--- config.mk ---
export PLATFORM = sky130hd
export DESIGN_NAME = spi_cmd_rx_flat
export DESIGN_NICKNAME = d
export VERILOG_FILES = /design/src/rtl/spi_cmd_rx_if.sv /design/src/rtl/spi_cmd_rx.sv /design/src/flat_wrapper.sv
export SDC_FILE = /design/constraint.sdc
export NUM_CORES = 2
export LEC_CHECK = 0
export BUFFER_PORTS_ARGS = -buffer_cell sky130_fd_sc_hd__buf_2
export CAP_MARGIN = 20
export CORE_MARGIN = 5
export CORE_UTILIZATION = 61
export DETAILED_ROUTE_END_ITERATION = 8
export GPL_ROUTABILITY_DRIVEN = 0
export GPL_TIMING_DRIVEN = 0
export PLACE_DENSITY = 0.9
export RECOVER_POWER = 100
export SKIP_LAST_GASP = 1
export SYNTH_ARGS = -nofsm -noshare
export SYNTH_HDL_FRONTEND = slang
export SYNTH_SLANG_ARGS = --single-unit
--- constraint.sdc ---
create_clock -name CLK -period 4.7 [get_ports CLK]
set_input_delay 0.235 -clock CLK [delete_from_list [all_inputs] [get_ports CLK]]
set_output_delay 0.235 -clock CLK [all_outputs]
set_load 0.005 [all_outputs]
--- src/rtl/spi_cmd_rx_if.sv ---
// Write port of the real-time command register and system-time preset handshake.
// The master end (spi_cmd_rx) drives the fields; the consumer answers SYS_TIME_UPDATE_OK.
interface spi_cmd_rx_if;
    logic [47:0] FREQ;
    logic [47:0] FREQ_STEP;
    logic [31:0] FREQ_RATE;
    logic [63:0] TIME_START;
    logic [15:0] N_impulse;
    logic [1:0]  TYPE_impulse;
    logic [31:0] Interval_Ti;
    logic [31:0] Interval_Tp;
    logic [31:0] Tblank1;
    logic [31:0] Tblank2;
    logic        SPI_WR;
    logic [63:0] TIME_INIT;
    logic        SYS_TIME_UPDATE;
    logic        SYS_TIME_UPDATE_OK;

    modport master (
        output FREQ, FREQ_STEP, FREQ_RATE, TIME_START, N_impulse, TYPE_impulse,
               Interval_Ti, Interval_Tp, Tblank1, Tblank2, SPI_WR,
               TIME_INIT, SYS_TIME_UPDATE,
        input  SYS_TIME_UPDATE_OK
    );

    modport slave (
        input  FREQ, FREQ_STEP, FREQ_RATE, TIME_START, N_impulse, TYPE_impulse,
               Interval_Ti, Interval_Tp, Tblank1, Tblank2, SPI_WR,
               TIME_INIT, SYS_TIME_UPDATE,
        output SYS_TIME_UPDATE_OK
    );
endinterface

--- src/rtl/spi_cmd_rx.sv ---
// SPI mode-0 slave that receives, validates and commits MCU command / time-preset frames,
// oversampling SCK, CS_n and MOSI in the system clock.
module spi_cmd_rx #(
    parameter int unsigned SCK_DIV_MIN = 8
) (
    input  logic              CLK,
    input  logic              rst_n,
    input  logic              SCK,
    input  logic              CS_n,
    input  logic              MOSI,
    spi_cmd_rx_if.master      cmd,
    output logic              FRAME_ERR,
    output logic [7:0]        ERR_CNT
);

    localparam logic [7:0] CMD_HDR   = 8'hA1;
    localparam logic [7:0] TIME_HDR  = 8'hA2;
    localparam logic [5:0] CMD_LAST  = 6'd42;
    localparam logic [5:0] TIME_LAST = 6'd7;
    localparam int         SHADOW_W  = 344;

    typedef enum logic [2:0] {IDLE, HDR, PAYLOAD, CHK, DONE, DROP} state_t;

    logic [2:0] sck_sync;
    logic [2:0] cs_sync;
    logic [1:0] mosi_sync;

    // NOTE: sequential state uses <= so every flop sees pre-edge values regardless of block order.
    // Synchronisers clear to 0 so a CS_n still low after reset never looks like a fresh fall.
    always_ff @(posedge CLK) begin
        if (!rst_n) begin
            sck_sync  <= '0;
            cs_sync   <= '0;
            mosi_sync <= '0;
        end else begin
            sck_sync  <= {sck_sync[1:0], SCK};
            cs_sync   <= {cs_sync[1:0], CS_n};
            mosi_sync <= {mosi_sync[0], MOSI};
        end
    end

    logic sck_rise, sck_edge, cs_fall, cs_rise, cs_low;
    assign sck_rise = sck_sync[1] & ~sck_sync[2];
    assign sck_edge = sck_sync[1] ^ sck_sync[2];
    assign cs_fall  = ~cs_sync[1] & cs_sync[2];
    assign cs_rise  = cs_sync[1] & ~cs_sync[2];
    assign cs_low   = ~cs_sync[1];

    logic [2:0] bit_cnt;
    logic [7:0] rx_byte;
    logic       byte_done;

    always_ff @(posedge CLK) begin
        if (!rst_n) begin
            bit_cnt   <= '0;
            rx_byte   <= '0;
            byte_done <= 1'b0;
        end else begin
            byte_done <= 1'b0;
            if (cs_fall) begin
                bit_cnt <= '0;
            end else if (sck_rise && cs_low) begin
                rx_byte <= {rx_byte[6:0], mosi_sync[1]};
                bit_cnt <= bit_cnt + 3'd1;
                if (bit_cnt == 3'd7) byte_done <= 1'b1;
            end
        end
    end

    state_t                state;
    logic [5:0]            byte_cnt;
    logic                  is_time;
    logic [7:0]            sum;
    logic                  chk_ok;
    logic [SHADOW_W-1:0]   shadow;
    logic                  cs_rise_q;
    logic                  commit_cmd;
    logic                  commit_time;
    logic                  reject;
    logic [5:0]            payload_last;

    assign payload_last = is_time ? TIME_LAST : CMD_LAST;

    // Frame end is resolved one cycle after the CS_n rise is seen so outputs land at k+4.
    always_ff @(posedge CLK) begin
        if (!rst_n) begin
            state       <= IDLE;
            byte_cnt    <= '0;
            is_time     <= 1'b0;
            sum         <= '0;
            chk_ok      <= 1'b0;
            shadow      <= '0;
            cs_rise_q   <= 1'b0;
            commit_cmd  <= 1'b0;
            commit_time <= 1'b0;
            reject      <= 1'b0;
        end else begin
            cs_rise_q   <= cs_rise;
            commit_cmd  <= 1'b0;
            commit_time <= 1'b0;
            reject      <= 1'b0;
            if (cs_rise_q) begin
                if (state != IDLE) begin
                    if (state == DONE && bit_cnt == 3'd0 && chk_ok) begin
                        commit_cmd  <= ~is_time;
                        commit_time <= is_time;
                    end else begin
                        reject <= 1'b1;
                    end
                end
                state <= IDLE;
            end else begin
                case (state)
                    IDLE: begin
                        if (cs_fall) begin
                            state    <= HDR;
                            byte_cnt <= '0;
                            chk_ok   <= 1'b0;
                        end
                    end
                    HDR: begin
                        if (byte_done) begin
                            sum      <= rx_byte;
                            byte_cnt <= '0;
                            case (rx_byte)
                                CMD_HDR: begin
                                    is_time <= 1'b0;
                                    state   <= PAYLOAD;
                                end
                                TIME_HDR: begin
                                    is_time <= 1'b1;
                                    state   <= PAYLOAD;
                                end
                                default: state <= DROP;
                            endcase
                        end
                    end
                    PAYLOAD: begin
                        if (byte_done) begin
                            shadow   <= {shadow[SHADOW_W-9:0], rx_byte};
                            sum      <= sum + rx_byte;
                            byte_cnt <= byte_cnt + 6'd1;
                            if (byte_cnt == payload_last) state <= CHK;
                        end
                    end
                    CHK: begin
                        if (byte_done) begin
                            chk_ok <= (rx_byte == sum);
                            state  <= DONE;
                        end
                    end
                    DONE: begin
                        if (byte_done) state <= DROP;
                    end
                    DROP: ;
                    default: state <= IDLE;
                endcase
            end
        end
    end

    always_ff @(posedge CLK) begin
        if (!rst_n) begin
            cmd.FREQ            <= '0;
            cmd.FREQ_STEP       <= '0;
            cmd.FREQ_RATE       <= '0;
            cmd.TIME_START      <= '0;
            cmd.N_impulse       <= '0;
            cmd.TYPE_impulse    <= '0;
            cmd.Interval_Ti     <= '0;
            cmd.Interval_Tp     <= '0;
            cmd.Tblank1         <= '0;
            cmd.Tblank2         <= '0;
            cmd.SPI_WR          <= 1'b0;
            cmd.TIME_INIT       <= '0;
            cmd.SYS_TIME_UPDATE <= 1'b0;
            FRAME_ERR           <= 1'b0;
            ERR_CNT             <= '0;
        end else begin
            cmd.SPI_WR <= commit_cmd;
            FRAME_ERR  <= reject;
            if (reject && ERR_CNT != 8'hFF) ERR_CNT <= ERR_CNT + 8'd1;
            if (commit_cmd) begin
                cmd.FREQ         <= shadow[343:296];
                cmd.FREQ_STEP    <= shadow[295:248];
                cmd.FREQ_RATE    <= shadow[247:216];
                cmd.TIME_START   <= shadow[215:152];
                cmd.N_impulse    <= shadow[151:136];
                cmd.TYPE_impulse <= shadow[129:128];
                cmd.Interval_Ti  <= shadow[127:96];
                cmd.Interval_Tp  <= shadow[95:64];
                cmd.Tblank1      <= shadow[63:32];
                cmd.Tblank2      <= shadow[31:0];
            end
            // A fresh preset wins over a coincident acknowledge of the previous one.
            if (commit_time) begin
                cmd.TIME_INIT       <= shadow[63:0];
                cmd.SYS_TIME_UPDATE <= 1'b1;
            end else if (cmd.SYS_TIME_UPDATE_OK) begin
                cmd.SYS_TIME_UPDATE <= 1'b0;
            end
        end
    end

    // SCK phase monitor: every synced SCK level must persist for at least half the minimum divider.
    logic [3:0] phase_len;

    always_ff @(posedge CLK) begin
        if (!rst_n) begin
            phase_len <= '1;
        end else begin
            if (sck_edge) begin
                assert (phase_len >= 4'(SCK_DIV_MIN / 2));
                phase_len <= 4'd1;
            end else if (phase_len != '1) begin
                phase_len <= phase_len + 4'd1;
            end
        end
    end

endmodule

--- src/flat_wrapper.sv ---
// flat-port wrapper written by rule: the top's interface ports become plain ports
module spi_cmd_rx_flat 
#(
    parameter int unsigned SCK_DIV_MIN = 8
)
  (CLK, rst_n, SCK, CS_n, MOSI, FRAME_ERR, ERR_CNT, cmd_FREQ, cmd_FREQ_STEP, cmd_FREQ_RATE, cmd_TIME_START, cmd_N_impulse, cmd_TYPE_impulse, cmd_Interval_Ti, cmd_Interval_Tp, cmd_Tblank1, cmd_Tblank2, cmd_SPI_WR, cmd_TIME_INIT, cmd_SYS_TIME_UPDATE, cmd_SYS_TIME_UPDATE_OK);
  spi_cmd_rx_if cmd_i ();
  input  logic CLK;
  input  logic rst_n;
  input  logic SCK;
  input  logic CS_n;
  input  logic MOSI;
  output logic FRAME_ERR;
  output logic [7:0] ERR_CNT;
  output wire logic [$bits(cmd_i.FREQ)-1:0] cmd_FREQ;
  output wire logic [$bits(cmd_i.FREQ_STEP)-1:0] cmd_FREQ_STEP;
  output wire logic [$bits(cmd_i.FREQ_RATE)-1:0] cmd_FREQ_RATE;
  output wire logic [$bits(cmd_i.TIME_START)-1:0] cmd_TIME_START;
  output wire logic [$bits(cmd_i.N_impulse)-1:0] cmd_N_impulse;
  output wire logic [$bits(cmd_i.TYPE_impulse)-1:0] cmd_TYPE_impulse;
  output wire logic [$bits(cmd_i.Interval_Ti)-1:0] cmd_Interval_Ti;
  output wire logic [$bits(cmd_i.Interval_Tp)-1:0] cmd_Interval_Tp;
  output wire logic [$bits(cmd_i.Tblank1)-1:0] cmd_Tblank1;
  output wire logic [$bits(cmd_i.Tblank2)-1:0] cmd_Tblank2;
  output wire logic [$bits(cmd_i.SPI_WR)-1:0] cmd_SPI_WR;
  output wire logic [$bits(cmd_i.TIME_INIT)-1:0] cmd_TIME_INIT;
  output wire logic [$bits(cmd_i.SYS_TIME_UPDATE)-1:0] cmd_SYS_TIME_UPDATE;
  input wire logic [$bits(cmd_i.SYS_TIME_UPDATE_OK)-1:0] cmd_SYS_TIME_UPDATE_OK;
  assign cmd_FREQ = cmd_i.FREQ;
  assign cmd_FREQ_STEP = cmd_i.FREQ_STEP;
  assign cmd_FREQ_RATE = cmd_i.FREQ_RATE;
  assign cmd_TIME_START = cmd_i.TIME_START;
  assign cmd_N_impulse = cmd_i.N_impulse;
  assign cmd_TYPE_impulse = cmd_i.TYPE_impulse;
  assign cmd_Interval_Ti = cmd_i.Interval_Ti;
  assign cmd_Interval_Tp = cmd_i.Interval_Tp;
  assign cmd_Tblank1 = cmd_i.Tblank1;
  assign cmd_Tblank2 = cmd_i.Tblank2;
  assign cmd_SPI_WR = cmd_i.SPI_WR;
  assign cmd_TIME_INIT = cmd_i.TIME_INIT;
  assign cmd_SYS_TIME_UPDATE = cmd_i.SYS_TIME_UPDATE;
  assign cmd_i.SYS_TIME_UPDATE_OK = cmd_SYS_TIME_UPDATE_OK;
  spi_cmd_rx #(.SCK_DIV_MIN(SCK_DIV_MIN)) u_core (.CLK(CLK), .rst_n(rst_n), .SCK(SCK), .CS_n(CS_n), .MOSI(MOSI), .cmd(cmd_i), .FRAME_ERR(FRAME_ERR), .ERR_CNT(ERR_CNT));
endmodule
==> run_results.csv <==
group,metric,value,unit
power,seq_power_share,50.6,%
setup_path,worstPathArrival,4.03,ns
sta,finalCritPeriodShare,74.6,%
global_route,grt_max_degree,16,
power,p_sw_share,20.5,%
placement,dp.final_hpwl,57.0,mm
yosys,synth-warning-count,0,
power,internal_power,10.7,mW
sta,clock_skew,0.0101,ns
power,combPwrFrac,1.7,%
setup_path,path_class,"reg2reg",
floorplan,die_h,233,um
sta,drv_slew,0,
floorplan,initial_core_util,61.8,%
clocking,post-cts-setup-buffers,0,
floorplan,row_count,81,
clocking,clk_latency,0.61,ns
setup_path,crit_top_cell,"clkbuf_1",
clocking,ctsResizeCount,0,
clocking,cts_tree,"done",
placement,placed_area,33200,um2
route,dr.pass1.iters,5,
power,power_density,379,nW/um2
yosys,ys.flop_type,"dfxtp_1",
yosys,syn_inst,3107,
yosys,synth_top_area_share,52.9,%
yosys,avgSynthCellArea,9.75,um2
flow_run,maxCapViolCount,0,
floorplan,num_io_pins,419,
sta,fmax,0.285,GHz
setup_path,worstPathCellList,"clkbuf_1, xor2_1, nand3_1, nor2_1, clkbuf_1, clkbuf_1, nand2_1, a21boi_0",
final_layout,design_area,35400,um2
sta,finalSetupTns,0,ns
setup_path,crit_slowest_cell,"nor2_1",
yosys,synth.net_count,3126,
yosys,syn_area,30300,um2
floorplan,core_area,49100,um2
yosys,yosys.area.top_type,"dfxtp_1",
yosys,yosysMostFrequentCell,"dfxtp_1",
yosys,post_synth_num_cell_types,54,
clocking,clockBufferDepth,3,
setup_path,required,5.22,ns
route,vias,23518,
route,wl_per_cell,18.9,um
clocking,h-tree-depth,3,
route,ant_nets,0,
clocking,numCtsBuffers,78,
final_layout,drive_gt1_share,7.57,%
power,leakage,11.5,nW
global_route,grt_pass1_wl,128,mm
power,clkPwrFrac,47.7,%
global_route,grt_pass1_vias,23246,
clocking,root_buffer,"clkbuf_16",
floorplan,dieArea,54200,um2
yosys,ys_ff_latch,800,
route,totalWireLength,81.9,mm
yosys,yosys-top-cells-count,"dfxtp_1, nand2_1, nor2b_1, mux2i_1, a21boi_1",
setup_path,slowest_delay,0.88,ns
final_layout,area_growth,16.8,%
setup_path,r2r_setup_slack,1.19,ns
sta,finalSetupViolCount,0,
placement,portBuffers,418,
sta,hold_slack,0.151,ns
global_route,grt_usage,29.4,%
sta,hold_viol,0,
global_route,globalRoute.totalOverflow,0,
yosys,synth-edff-count,0,
global_route,antenna_found_initial,1,
setup_path,start_kind,"flop",
sta,tightestPinTransition,1.06,ns
clocking,clkTransAtPathRegs,0.06,ns
clocking,clkSinkCount,800,
sta,period_needed,3.51,ns
clocking,cts_hold_buffers,4,
worst_hold_path,hold_path.class,"in2reg",
route,first_iter_violations,1610,
outcome,status,"complete, no violations",
final_layout,fin_nets,3629,
setup_path,critical_path.max_fanout,10,
route,drc,0,
yosys,yosysSeqAreaShare,52.9,%
setup_path,end_kind,"flop",
sta,rsz0062_at_grt,"no",
route,via_per_inst,5.42,
floorplan,die_x,233,um
sta,slew_headroom,29.2,%
yosys,synthTopCellsByArea,"dfxtp_1, mux2i_1, nand2_1",
power,p_switching,2.74,mW
yosys,async_flop_share,0,%
power,ir_drop,337,uV
[metal layers]
| metal | wire length [um] | global-route usage, % |
|---|---|---|
| met1 | 33700 | 37.3 |
| met2 | 38900 | 48.6 |
| met3 | 5530 | 6.38 |
| met4 | 3810 | 12.5 |
| met5 | 0 | 0 |
[path summary, 6_finish.rpt]
check	startpoint	endpoint	depth (start not counted)
hold / removal	rst_n	u_core.state[2]	3
setup / recovery	u_core.state[1]	u_core.shadow[35]	8
setup reg to reg	u_core.state[1]	u_core.shadow[35]	8
hold reg to reg	u_core.cs_sync[0]	u_core.cs_sync[1]	1
[power groups by stage]
stage | combinational [mW] | sequential [mW] | clock [mW]
2_1_floorplan | 0.163 | 6.94 | 0
3_3_place_gp | 0.225 | 6.94 | 0
3_5_place_dp | 0.225 | 6.94 | 0
4_1_cts | 0.230 | 6.79 | 6.44
5_1_grt | 0.242 | 6.78 | 6.74
6_report | 0.227 | 6.79 | 6.39
[cells in the final DEF, fill, tap and decap left out, types with 4 or more instances in the layout]
master,instances
dfxtp_1,800
nand2_1,734
clkbuf_1,504
nor2b_1,409
mux2i_1,405
a21boi_0,320
buf_2,145
clkbuf_16,81
a21boi_1,35
clkbuf_8,21
a21oi_1,18
o21ai_0,18
nor2_1,16
and2_0,14
clkinv_2,13
ha_1,12
and2_1,10
xnor2_1,10
nand3_1,9
inv_1,7
nand2b_1,7
nor3_1,7
o211ai_1,5
xor2_1,5
bufinv_16,5
nor4_1,4
buf_1,4
nand4_1,4
inv_6,4
dlygate4sd3_1,4
[registers in the layout, summed over array words and instances (netlist names), 8 cells and up]
| signal | flops |
|---|---|
| u_core.cmd.FREQ | 48 |
| u_core.cmd.TIME_START | 64 |
| u_core.shadow | 344 |
| u_core.cmd.FREQ_STEP | 48 |
| u_core.sum | 8 |
| u_core.cmd.FREQ_RATE | 32 |
| u_core.cmd.N_impulse | 16 |
| u_core.cmd.TIME_INIT | 64 |
| u_core.cmd.Tblank1 | 32 |
| u_core.cmd.Interval_Tp | 32 |
| u_core.rx_byte | 8 |
| u_core.cmd.Tblank2 | 32 |
| u_core.ERR_CNT | 8 |
| u_core.cmd.Interval_Ti | 32 |
[critical path: cells and delay by family (launching register included)]
family / cells / cell delay (ns)
buffers and inverters: 3 / 1.36
and+or+nand+nor: 3 / 1.26
DFF: 1 / 0.33
AOI/OAI and AO/OA: 1 / 0.25
xor gates and xnor gates: 1 / 0.19
[final cells by class]
type / count / area [um2]
fillers: 3582 / 13700
clock buffers: 117 / 2370
flip-flops and latches: 800 / 16000
diodes: 1 / 2.50
multi-input cells: 2080 / 13200
well taps: 664 / 831
plain buffers: 220 / 855
inverters: 7 / 26.3
clock inverters: 25 / 273
repair buffers: 423 / 1770
[cells by family (layout without fill, tap and decap cells)]
logic type,after synthesis,after routing,synth area share [%]
other cells,0,1,0
fa+ha+maj,13,13,0.562
mux,405,405,13.4
simple gates,1233,1233,19.4
buf+inv,227,792,3.39
flops,800,800,52.9
xor+xnor,15,15,0.434
compound gates,414,414,10.0
[stage by stage]
step / power, mW / utilization, % / instances / setup slack, ns
final: 13.4 / 72.1 / 4337 / 1.19
after global routing: 13.8 / 72.1 / 4336 / 1.05
after CTS: 13.5 / 73.2 / 4336 / 2.16
after detailed placement: 7.16 / 67.7 / 4190 / 2.18
after global placement: 7.16 / 67.7 / 4189 / 2.23
after floorplan: 7.10 / - / 3107 / 2.69
Power figures use the tool's default switching activity.
